<file path="src/rtl/key_event_pkg.sv">
// Shared types and constants for the key event decoder.
// Used by key_tick_timer and key_event_decoder.
package key_event_pkg;

  typedef enum logic [2:0] {
    IDLE,
    PRESS1,
    WAIT2,
    PRESS2,
    LONG_HOLD
  } state_t;

  typedef struct packed {
    logic short_p;
    logic long_p;
    logic dbl;
    logic rep;
  } ev_t;

  // Raw tick count; the caller narrows it to its timer width.
  function automatic logic [63:0] ms_to_ticks(
    input int unsigned ms,
    input int unsigned mhz
  );
    logic [63:0] t;
    t = 64'(ms) * 64'd1000 * 64'(mhz);
    return t;
  endfunction

endpackage

</file>
<file path="src/rtl/key_tick_timer.sv">
// N-bit saturating up-counter with synchronous clear.
// Holds at all-ones instead of wrapping.
import key_event_pkg::*;

module key_tick_timer #(
  parameter int unsigned N = 32
) (
  input  logic         clk,
  input  logic         rst_n,
  input  logic         clr,
  output logic [N-1:0] count
);

  localparam logic [N-1:0] ONE = {{(N-1){1'b0}}, 1'b1};

  always_ff @(posedge clk or negedge rst_n) begin
    if (!rst_n) begin
      count <= '0;
    end else if (clr) begin
      count <= '0;
    end else if (count != '1) begin
      count <= count + ONE;
    end
  end

endmodule

</file>
<file path="src/rtl/key_event_decoder.sv">
// Short / long / double-click classifier for one debounced key.
// Define KEY_EVENT_REPEAT_EN for auto-repeat while held long.
import key_event_pkg::*;

module key_event_decoder #(
  parameter int unsigned N         = 32,
  parameter int unsigned FREQ      = 100,
  parameter int unsigned LONG_MS   = 1000,
  parameter int unsigned DCLICK_MS = 300,
  parameter int unsigned REPEAT_MS = 200
) (
  input  logic clk,
  input  logic rst_n,
  input  logic key_press,
  input  logic key_release,
  input  logic key_level,
  output logic short_press,
  output logic long_press,
  output logic double_click,
  output logic repeat_pulse,
  output logic busy
);

  localparam logic [N-1:0] ONE = {{(N-1){1'b0}}, 1'b1};

  function automatic logic [N-1:0] fit(input logic [63:0] raw);
    logic [N-1:0] t;
    t = raw[N-1:0];
    return (t == '0) ? ONE : t;
  endfunction

  localparam logic [N-1:0] LONG_T =
    fit(ms_to_ticks(LONG_MS, FREQ));
  localparam logic [N-1:0] DCL_T =
    fit(ms_to_ticks(DCLICK_MS, FREQ));
  localparam logic [N-1:0] REP_T =
    fit(ms_to_ticks(REPEAT_MS, FREQ));

  localparam logic [N-1:0] LONG_M1 = LONG_T - ONE;
  localparam logic [N-1:0] DCL_M1  = DCL_T - ONE;
  localparam logic [N-1:0] REP_M1  = REP_T - ONE;

`ifdef KEY_EVENT_REPEAT_EN
  localparam bit REP_EN = 1'b1;
`else
  localparam bit REP_EN = 1'b0;
`endif

  state_t       state;
  state_t       nxt;
  ev_t          ev;
  logic [N-1:0] cnt;
  logic         clr;
  logic         both;
  logic         press;
  logic         rel;

  // Coincident edges cancel each other out.
  assign both  = key_press & key_release;
  assign press = key_press & ~key_release;
  assign rel   = key_release & ~key_press;

  key_tick_timer #(
    .N (N)
  ) u_timer (
    .clk   (clk),
    .rst_n (rst_n),
    .clr   (clr),
    .count (cnt)
  );

  always_comb begin
    nxt = state;
    ev  = '0;
    unique case (state)
      IDLE: begin
        if (press) nxt = PRESS1;
      end
      PRESS1: begin
        if (cnt == LONG_M1) begin
          nxt       = LONG_HOLD;
          ev.long_p = 1'b1;
        end else if (rel) begin
          nxt = WAIT2;
        end else if (!both && key_level) begin
          nxt = IDLE;
        end
      end
      WAIT2: begin
        if (cnt == DCL_M1) begin
          nxt        = IDLE;
          ev.short_p = 1'b1;
        end else if (press) begin
          nxt = PRESS2;
        end
      end
      PRESS2: begin
        if (cnt == LONG_M1) begin
          nxt       = LONG_HOLD;
          ev.long_p = 1'b1;
        end else if (rel) begin
          nxt    = IDLE;
          ev.dbl = 1'b1;
        end else if (!both && key_level) begin
          nxt = IDLE;
        end
      end
      LONG_HOLD: begin
        // A release lost to the long timeout shows up here as a high level.
        if (rel || (!both && key_level)) begin
          nxt = IDLE;
        end else if (REP_EN && cnt == REP_M1) begin
          ev.rep = 1'b1;
        end
      end
      default: nxt = IDLE;
    endcase
  end

  assign clr  = (nxt != state) | ev.rep;
  assign busy = (state != IDLE);

  always_ff @(posedge clk or negedge rst_n) begin
    if (!rst_n) begin
      state        <= IDLE;
      short_press  <= 1'b0;
      long_press   <= 1'b0;
      double_click <= 1'b0;
      repeat_pulse <= 1'b0;
    end else begin
      state        <= nxt;
      short_press  <= ev.short_p;
      long_press   <= ev.long_p;
      double_click <= ev.dbl;
      repeat_pulse <= ev.rep;
    end
  end

endmodule

</file>
<file path="config.mk">
export PLATFORM = sky130hd
export DESIGN_NAME = key_event_decoder
export DESIGN_NICKNAME = d
export VERILOG_FILES = /design/src/rtl/key_event_pkg.sv /design/src/rtl/key_tick_timer.sv /design/src/rtl/key_event_decoder.sv
export SDC_FILE = /design/constraint.sdc
export NUM_CORES = 1
export LEC_CHECK = 0
export CORE_UTILIZATION = 25
export CTS_BUF_LIST = sky130_fd_sc_hd__clkbuf_4 sky130_fd_sc_hd__clkbuf_8 sky130_fd_sc_hd__clkbuf_16
export CTS_CLUSTER_SIZE = 10
export DETAILED_ROUTE_END_ITERATION = 7
export PLACE_DENSITY = 0.4
export SYNTH_ARGS = -nofsm -noshare
export SYNTH_HDL_FRONTEND = slang
export SYNTH_HIERARCHICAL = 1
export SYNTH_SLANG_ARGS = --single-unit
export TNS_END_PERCENT = 50
</file>
<file path="constraint.sdc">
create_clock -name clk -period 3.15 [get_ports clk]
set_input_delay 0.945 -clock clk [delete_from_list [all_inputs] [get_ports clk]]
set_output_delay 0.945 -clock clk [all_outputs]
set_load 0.03 [all_outputs]
</file>
Word level (Yosys, flattened, before mapping)
Index checks and enable logic that the tools add are counted.
W data, S select, Z words.

word-level totals
  bits in registers = 38
  bits in latches = 0
  bits in writable memories = 0
  bits in read-only memories = 0
  logic and storage cells = 45
  memories kept = 0

cells by class
  add/subtract/negate cells = 1
  multipliers = 0
  divide/modulo/power cells = 0
  order comparisons = 0
  equality and inequality tests = 8
  shift-type cells = 0
  mux-type cells = 19
  bitwise logic cells = 5
  reductions and logical operators = 7

operators with widths
  kind                     count
  $mux W32                 2
  $add A32 B1 Y32 const B  1
  $eq A32 B25 Y1 const B   1
  $eq A32 B27 Y1 const B   1
  $ne A32 B32 Y1 const B   1
  $mux W3                  9
  $pmux W3 S5              1
  $mux W1                  7
  $eq A3 B2 Y1 const B     2
  $and A1 B1 Y1            3
  $eq A3 B1 Y1 const B     1
  $eq A3 B3 Y1 const B     1
  $logic_not A3 Y1         1
  $ne A3 B3 Y1             1
  $reduce_bool A3 Y1       1
  $not A1 Y1               2
  $reduce_bool A2 Y1       1
  $reduce_or A2 Y1         1
  $logic_and A1 B1 Y1      1
  $logic_not A1 Y1         1
  $logic_or A1 B1 Y1       1

Longest topological paths before layout
  word-level depth = 9
  depth in mapped cells = 8
  depth with buffers taken out = 6

Cells and area by module
Netlist, hierarchy kept.

by module, submodules not included
  module             instances  cells an instance  area an instance (um^2)
  key_tick_timer     1          193                1981.9
  key_event_decoder  1          58                 528.0

Worst setup path before layout
No wires, ideal clock.

  path type = register to register
  start = register u_timer.count[28]
  end = register u_timer.count[21]
  arrival = 2.208 ns
  required time = 3.018 ns
  setup slack = 0.810 ns
  cell stages (with the launch flop) = 8
  buffers on the path = 1
  path through = dfrtp_1 or4b_4 nor4_4 nand4_2 and3_4 o2111ai_2 clkbuf_1 nor2_1

between the ends
  longest elaborated chain between the ends = 5
  elaborated cells between the ends (all ways) = 10

ends and longest elaborated chain
  what                                                     line                                                                       source
  start, declared                                          key_tick_timer.sv:11                                                       output logic [N-1:0] count
  start signal, assigned                                   key_tick_timer.sv:22                                                       count <= count + ONE;
  $eq A32 B27 Y1 / $eq A32 B25 Y1 (equally long branches)  key_event_decoder.sv:80, key_event_decoder.sv:98, key_event_decoder.sv:90
  $mux W3 (on tied branches)                               key_event_decoder.sv:98, key_event_decoder.sv:80, key_event_decoder.sv:90
  $pmux W3 S5 *                                            key_event_decoder.sv:75                                                    unique case (state)
  $ne A3 B3 Y1 *                                           key_event_decoder.sv:120                                                   assign clr = (nxt != state) | ev.rep;
  net clr                                                  key_event_decoder.sv:53                                                    logic clr;
  $mux W32 / $reduce_bool A2 Y1 (equally long branches)    -

The timed path passes the listed nets; every way through them passes the cells marked *.
A chain may end at the register's enable or synchronous reset.

Worst setup path after layout
  start = register state[0]
  end = output port busy

between the ends
  longest elaborated chain between the ends = 1

ends and longest elaborated chain
  what                    line                      source
  start, declared         key_event_decoder.sv:49   state_t state;
  start signal, assigned  key_event_decoder.sv:131  state <= nxt;
  $reduce_bool A3 Y1      key_event_decoder.sv:121  assign busy = (state != IDLE);
  end, declared           key_event_decoder.sv:21   output logic busy

Every way passes these cells.

==> impl_metrics.ini <==
[clock_tree]
clock-sinks = 38
cts-root-buf = clkbuf_8
clk_pin_slew_ps = 90
cts_tree = done
cts_buffers = 5
ctsHoldBuffers = 0
post_cts_buffers = 0
cts_resized = 0
htreeDepth = 2
worstSkewPairLatency_ps = 300
clockBufferDepth = 2

[worst_setup_path]
path_cells = or3_1 -> clkdlybuf4s50_1
worst_ep_arrival_time_ps = 1770
crit_fanout = 9
cp_slowest_stage_delay_ps = 590
criticalPathCategory = flop to output pin
critPathCaptureType = output pin
cp.required_ps = 2200
critical-path-slowest-cell = clkdlybuf4s50_1
cp-start-kind = flop

[floorplan]
initial_core_util = 0.258
dieArea_um2 = 10400
die_h_um = 102
num_rows = 36
die_x_um = 102
core_um2 = 9730
ios = 10

[layout]
final_cells = 389
syn_to_final_growth_pct = 10.9
fillers = 1058
drive_above_1_share = 0.164
seqCellArea_um2 = 951
design_area_um2 = 2780
num_antenna_cells = 0
fin_nets = 261
multiInputGateArea_um2 = 1440
mostFrequentLayoutCell = dfrtp_1
most-common-layout-cells = dfrtp_1 (38), nor2_1 (28), xnor2_1 (18), nand4_1 (15), nand2_1 (14)

[place]
hpwl_um = 4020
dp_cells = 381
pre_cts_slack_ps = 367
gp_congestion = 0.786
placed_area_um2 = 2670
portBuffers = 8

[power_and_ir_drop]
p_leak_nw = 1.05
powerDensity_nw_per_um2 = 398
power.total_w = 0.00111
ir_worst_vdd_mv = 0.151

[route]
drtIter0Drc = 71
ant_nets = 0
post_drt_wl_per_cell_um = 15.1
drc = 0
totalWireLength_um = 5880
vias = 1892
first_pass_iters = 4
vias_per_cell = 4.86

[logic_synthesis]
yosysWarnings = 6
synthCells = 251
synth_ff_type = dfrtp_1
synth_top_area_frac = 0.379
synth_seq_area_share = 0.379
synth_nets = 257
avgSynthCellArea_um2 = 10.0
synth.area.top_cells = dfrtp_1 (38%), xnor2_1 (6.3%), nor2_1 (4.2%)
synth_edf_count = 0
ys_ff_latch = 38
synth_top_area_cell = dfrtp_1
postSynth.asyncResetShare = 1.00
synth.distinct_cells = 53
syn-cell-area_um2 = 2510

[worst_hold_path]
hold_path.class = flop to flop

[global_route]
grt_antenna_before_repair = 0
grt_pass1_wl_um = 9850
grt.overflow.total = 0
globalRouteTotalUtil = 0.122
grt_max_degree = 39
grt_pass1_vias = 1880

[sta]
tns_ps = 0
finalHoldViolCount = 0
slew_violations = 0
worst_slack_ps = 433
worst_clock_skew_ps = 12.2
tightest_slew_ps = 880
clock.fmax_ghz = 0.368
rsz0062_at_grt = false
slew_headroom = 0.413
period_minus_slack_ps = 2720
period_share = 0.863
setup_viol = 0

[status]
status = finished, final reports clean

[flow_run]
drv_cap = 0
-- worst max-delay path, delay by kind of cell (launching register included) --
kind                   cells  cell delay [ps]
buffers and inverters      1              590
DFF                        1              480
and+or+nand+nor            1              400
-- metrics by stage --
step / utilization / hold slack, ps
after CTS: 0.286 / 582
after global placement: 0.275 / 576
final: 0.286 / 584
after global routing: 0.286 / 627
after floorplan: - / 525
after detailed placement: 0.275 / 570
-- path summary, 6_finish.rpt --
| kind | from | end | slack, ps | cells after the start |
|---|---|---|---|---|
| setup / recovery | state[0]$_DFF_PN0_ | busy | 430 | 2 |
| hold / removal | u_timer/count[31]$_DFFE_PN0P_ | u_timer/count[31]$_DFFE_PN0P_ | 580 | 3 |
| setup reg to reg | u_timer/count[18]$_DFFE_PN0P_ | u_timer/count[22]$_DFFE_PN0P_ | 520 | 7 |
| hold reg to reg | u_timer/count[31]$_DFFE_PN0P_ | u_timer/count[31]$_DFFE_PN0P_ | 580 | 3 |
| max in group asynchronous | rst_n | u_timer/count[26]$_DFFE_PN0P_ | 1830 | 1 |
| min in group asynchronous | rst_n | double_click$_DFF_PN0_ | 760 | 1 |
-- synth_stat cells, types with 3 or more instances --
library cell / number
dfrtp_1: 38
nor2_1: 28
xnor2_1: 18
nand4_1: 15
nand2_1: 14
a21oi_1: 10
nand3_1: 10
nor3_1: 7
and3_1: 6
inv_1: 6
a2111oi_2: 5
a211oi_1: 5
buf_6: 5
clkbuf_1: 5
o21ai_0: 5
or3_1: 5
a211oi_2: 4
and2_1: 4
and4_1: 4
nand2b_1: 4
nor4_4: 4
nand4_2: 3
nor4b_1: 3
o21ai_1: 3
or4_1: 3
-- state kept, by name, indices dropped and copies added, names as in the netlist --
| signal | flops |
|---|---|
| double_click | 1 |
| state | 3 |
| u_timer/count | 32 |
| long_press | 1 |
| short_press | 1 |
-- layout make-up --
type / count / area share
Sequential cell: 38 / 0.342
Tap cell: 133 / 0.0598
Clock buffer: 5 / 0.0247
Multi-Input combinational cell: 193 / 0.516
Timing Repair Buffer: 11 / 0.0351
Clock inverter: 3 / 0.0144
Inverter: 6 / 0.00809
-- power breakdown --
part           total [W]  switching, W  internal, W
Clock           0.000421      0.000188     0.000233
Combinational   0.000126     0.0000778    0.0000481
Sequential      0.000560     0.0000514     0.000508
-- metal layers --
metal,routed length [µm],part of all wire,vias up,GRT usage
met4,76,0.013,0,0.0363
met1,3000,0.51,925,0.166
met5,0,0,-,0
met2,2680,0.46,20,0.196
met3,118,0.020,6,0.0226
li1,-,-,941,-
-- logic make-up after synthesis --
logic type	after synthesis	share of synthesized area
flip-flops	38	0.379
AND/OR/NAND/NOR	127	0.343
XOR/XNOR	20	0.0698
multiplexers	2	0.00798
adder cells (fa/ha/maj)	1	0.00498
buffers and inverters	20	0.0489
AO/OA/AOI/OAI	42	0.145
other	1	0.00149
Note: power is estimated with default switching activity, not from simulation.
